**src/rtl/score_text_draw.sv**
```systemverilog
// rtl/score_text_draw.sv - two-digit score overlay, 2-clk video pipeline with font ROM lookup
// Optional: SCORE_LEADING_ZERO_BLANK_EN suppresses the tens glyph while it latches as '0'.
module score_text_draw #(
    parameter logic [10:0] X_POS      = 11'd16,
    parameter logic [10:0] Y_POS      = 11'd16,
    parameter logic [11:0] TEXT_COLOR = 12'hFFF
) (
    input  logic        clk,
    input  logic        rst,
    input  logic [10:0] hcount,
    input  logic [10:0] vcount,
    input  logic        hsync,
    input  logic        vsync,
    input  logic        hblnk,
    input  logic        vblnk,
    input  logic [11:0] rgb_in,
    input  logic [7:0]  msd_ascii,
    input  logic [7:0]  lsd_ascii,
    output logic [10:0] font_addr,
    input  logic [7:0]  font_data,
    output logic [10:0] hcount_out,
    output logic [10:0] vcount_out,
    output logic        hsync_out,
    output logic        vsync_out,
    output logic        hblnk_out,
    output logic        vblnk_out,
    output logic [11:0] rgb_out
);

    logic [7:0]  msd_q, lsd_q;
    logic [10:0] hcount_q, vcount_q;
    logic        hsync_q, vsync_q, hblnk_q, vblnk_q;
    logic [11:0] rgb_q;
    logic        field_q, blank_q;
    logic [2:0]  off_q;

    logic        in_x, in_y, field_d, blank_d, lit;
    logic [3:0]  hoff, voff;
    logic [6:0]  char_d;
    logic [11:0] rgb_d;
    logic        unused_bits;

    // 12-bit upper bounds so a field near the screen edge never wraps
    assign in_x = (hcount >= X_POS) && ({1'b0, hcount} < ({1'b0, X_POS} + 12'd16));
    assign in_y = (vcount >= Y_POS) && ({1'b0, vcount} < ({1'b0, Y_POS} + 12'd16));
    assign field_d = in_x && in_y;

    // low bits of a difference depend only on low bits of the operands
    assign hoff   = hcount[3:0] - X_POS[3:0];
    assign voff   = vcount[3:0] - Y_POS[3:0];
    assign char_d = hoff[3] ? lsd_q[6:0] : msd_q[6:0];

    assign font_addr = rst ? 11'd0 : (field_d ? {char_d, voff} : {7'h20, 4'h0});

`ifdef SCORE_LEADING_ZERO_BLANK_EN
    assign blank_d = field_d && !hoff[3] && (msd_q == 8'h30);
`else
    assign blank_d = 1'b0;
`endif

    assign unused_bits = ^{msd_q[7], lsd_q[7]};

    assign lit   = font_data[3'd7 - off_q];
    assign rgb_d = (field_q && lit && !hblnk_q && !vblnk_q && !blank_q) ? TEXT_COLOR : rgb_q;

    always_ff @(posedge clk) begin
        if (rst) begin
            msd_q      <= 8'h30;
            lsd_q      <= 8'h30;
            hcount_q   <= '0;
            vcount_q   <= '0;
            hsync_q    <= 1'b0;
            vsync_q    <= 1'b0;
            hblnk_q    <= 1'b0;
            vblnk_q    <= 1'b0;
            rgb_q      <= '0;
            field_q    <= 1'b0;
            blank_q    <= 1'b0;
            off_q      <= '0;
            hcount_out <= '0;
            vcount_out <= '0;
            hsync_out  <= 1'b0;
            vsync_out  <= 1'b0;
            hblnk_out  <= 1'b0;
            vblnk_out  <= 1'b0;
            rgb_out    <= '0;
        end else begin
            // digits only move at frame start so a glyph never tears mid-frame
            if (hcount == 11'd0 && vcount == 11'd0) begin
                msd_q <= msd_ascii;
                lsd_q <= lsd_ascii;
            end
            hcount_q   <= hcount;
            vcount_q   <= vcount;
            hsync_q    <= hsync;
            vsync_q    <= vsync;
            hblnk_q    <= hblnk;
            vblnk_q    <= vblnk;
            rgb_q      <= rgb_in;
            field_q    <= field_d;
            blank_q    <= blank_d;
            off_q      <= hoff[2:0];
            hcount_out <= hcount_q;
            vcount_out <= vcount_q;
            hsync_out  <= hsync_q;
            vsync_out  <= vsync_q;
            hblnk_out  <= hblnk_q;
            vblnk_out  <= vblnk_q;
            rgb_out    <= rgb_d;
        end
    end

endmodule

```
**config.mk**
```make
export PLATFORM = sky130hd
export DESIGN_NAME = score_text_draw
export DESIGN_NICKNAME = d
export VERILOG_FILES = /design/src/rtl/score_text_draw.sv
export SDC_FILE = /design/constraint.sdc
export NUM_CORES = 1
export LEC_CHECK = 0
export ABC_AREA = 1
export CORE_UTILIZATION = 35
export DETAILED_ROUTE_END_ITERATION = 10
export DONT_BUFFER_PORTS = 1
export GPL_ROUTABILITY_DRIVEN = 0
export RECOVER_POWER = 50
export SETUP_SLACK_MARGIN = 0.1
export SLEW_MARGIN = 30
export SYNTH_ARGS = -nofsm -noshare
export SYNTH_HDL_FRONTEND = slang
export SYNTH_SLANG_ARGS = --single-unit
```
**constraint.sdc**
```tcl
create_clock -name clk -period 2.8 [get_ports clk]
set_input_delay 0.42 -clock clk [delete_from_list [all_inputs] [get_ports clk]]
set_output_delay 0.42 -clock clk [all_outputs]
set_load 0.03 [all_outputs]
```
==> impl_metrics.json <==
{
  "drtAntennaViolNets": 0,
  "ioPinCount": 113,
  "slowest_stage": "nor3_1",
  "hp-class": "in -> reg",
  "avgSynthCellArea_um2": 8.07,
  "synth_seq_cells": 91,
  "start_util_pct": 36.4,
  "syn-cell-area_um2": 3200,
  "drtIter0Drc": 130,
  "status": "finished with violations",
  "synthSimpleGateAreaFrac_pct": 25.8,
  "drc": 20,
  "synth_top_area_share_pct": 56.9,
  "start_kind": "input port",
  "max_freq_mhz": 474,
  "cts_hold_buf": 0,
  "area_delta_synth_final_pct": 7.93,
  "post_synth_fa_ha_maj_area_fraction_pct": 0,
  "fin_crit_ns": 2.11,
  "yosys-top-cells-area": "dfxtp_1 57%, nor2_1 11%, inv_1 9.7%",
  "clk_latency_ns": 0.36,
  "cts_setup_buffers": 0,
  "violations": "design-rule violations, max-capacitance violations, max-slew violations",
  "worstPathArrival_ns": 2.33,
  "tritoncts": "yes",
  "final_common_cell": "nor2_1",
  "die_area_um2": 9540,
  "portBuffers": 0,
  "setup_viol": 0,
  "grt.total_usage_pct": 13.6,
  "synth_mux_area_share_pct": 0,
  "grt_pass1_vias": 2140,
  "wl_per_cell_um": 11.6,
  "dpl.hpwl_mm": 4.19,
  "ir_worst_vdd_mv": 0.215,
  "power.leakage_uw": 0.00166,
  "cp.required_ns": 3.02,
  "n_antenna_cell": 0,
  "cts_resized": 0,
  "slowest_delay_ns": 1.21,
  "clock_skew_ns": 0.0123,
  "synth_area_leader_cell": "dfxtp_1",
  "antenna_found_initial": 0,
  "post_route_cells_drive_above_1_share_pct": 10.6,
  "fillers": 925,
  "pre_cts_ws_ns": 0.697,
  "die_h_um": 97.7,
  "grt_max_degree": 78,
  "worst_pin_slew_ns": 1.54,
  "max_cap_viol_count": 1,
  "crit_fanout": 15,
  "grt_pass1_wl_mm": 10.0,
  "core_area_um2": 8810,
  "synth_compound_area_share_pct": 3.55,
  "worst_slack_ns": 0.688,
  "path_class": "in -> reg",
  "yosysWarnings": 0,
  "nets": 463,
  "final.setup.tns_ns": 0,
  "synth_top_family_by_area": "simple AND/OR/NAND/NOR gates",
  "first_pass_iters": 8,
  "hold_viol_final": 0,
  "rsz0062_at_grt": "no",
  "fin_crit_sh_pct": 75.4,
  "multi_input_area_um2": 925,
  "cts.htree.levels": 3,
  "synth_cell_types": 24,
  "p_total_uw": 2340,
  "dr_total_vias": 2184,
  "grt-ovfl-total": 0,
  "clockRootBuffer": "clkbuf_8",
  "slew_headroom_pct": -3.73,
  "cts_sinks": 91,
  "endpoint_kind": "flip-flop",
  "final_cell_mix": "94 x nor2_1, 91 x dfxtp_1, 88 x inv_1",
  "rows": 34,
  "syn-instance-count": 397,
  "register_area_um2": 1820,
  "die-width_um": 97.7,
  "post_drt_via_cell_ratio": 4.27,
  "slew_violations": 16,
  "worstPathCellList": "inv_1 > nand3_1 > nor3_1 > nand2_1 > nand2_1 > nand3_1",
  "clockBufferDepth": 2,
  "synth.net_count": 461,
  "clk_pin_slew_worst_paths_ns": 0.09,
  "power.density_nw_per_um2": 676,
  "ys_seq_area_share_pct": 56.9,
  "routed_wl_mm": 5.96,
  "cts_made_buffers": 9,
  "synth_xor_area_share_pct": 0
}
[critical path: cells and delay by family]
family / cells / cell delay (ns)
buf+inv: 1 / 0.10
simple gates: 5 / 1.81
[layout make-up]
cell class	count	share of cell area, %
Inverter	91	9.88
Clock inverter	7	1.92
Multi-Input combinational cell	200	26.7
Sequential cell	91	52.7
Clock buffer	9	3.58
Tap cell	108	3.91
Timing Repair Buffer	6	1.30
[cell usage after synthesis, drive strengths merged]
master / count
nor2: 100
nand2: 45
and2: 1
clkbuf: 4
nand3: 32
buf: 11
o21ai: 1
a21oi: 18
clkinv: 1
inv: 90
nor3: 2
nand4: 1
dfxtp: 91
[cell families after synthesis]
family / Yosys count
DFF: 91
and+or+nand+nor: 181
buffers and inverters: 106
AOI/OAI and AO/OA: 19
[report_power, final]
| group | switching, µW | total, µW | internal [µW] | leakage [µW] |
|---|---|---|---|---|
| clock | 501 | 847 | 346 | 0.0000918 |
| combinational | 51.3 | 84.0 | 32.7 | 0.000821 |
| sequential | 60.7 | 1410 | 1340 | 0.000750 |
| total | 613 | 2340 | 1720 | 0.00166 |
[per-layer routing]
layer | track usage (%) | vias up | part of all wire [%]
met5 | 0 | - | 0
met4 | 6.06 | 0 | 1.8
met3 | 6.47 | 7 | 8.5
met2 | 21.5 | 82 | 46
met1 | 15.5 | 942 | 44
li1 | - | 1153 | -
[sequential cells by signal, summed over array words and instances, names as in the netlist, 7 cells and up]
signal	cells
rgb_out	12
rgb_q	12
hcount_out	11
hcount_q	11
vcount_out	11
vcount_q	11
lsd_q	7
msd_q	7
[path summary, 6_finish.rpt]
check	start	end	slack (ns)	depth (start not counted)
min reg2reg	vcount_q[9]	vcount_out[9]	0.40	2
max reg2reg	hcount_q[0]	rgb_out[9]	1.53	7
min	rst	hcount_out[10]	0.13	1
max	vcount[2]	msd_q[4]	0.69	6
[stage by stage]
step	hold slack, ns	cells	area (µm²)	utilization (%)
CTS	0.0987	512	3470	39.5
global route	0.0887	512	3460	39.3
detailed placement	0.393	496	3280	37.3
finish	0.127	512	3460	39.3
global placement	0.391	496	3280	37.3
floorplan	0.388	397	3200	-
Power figures use the tool's default switching activity.
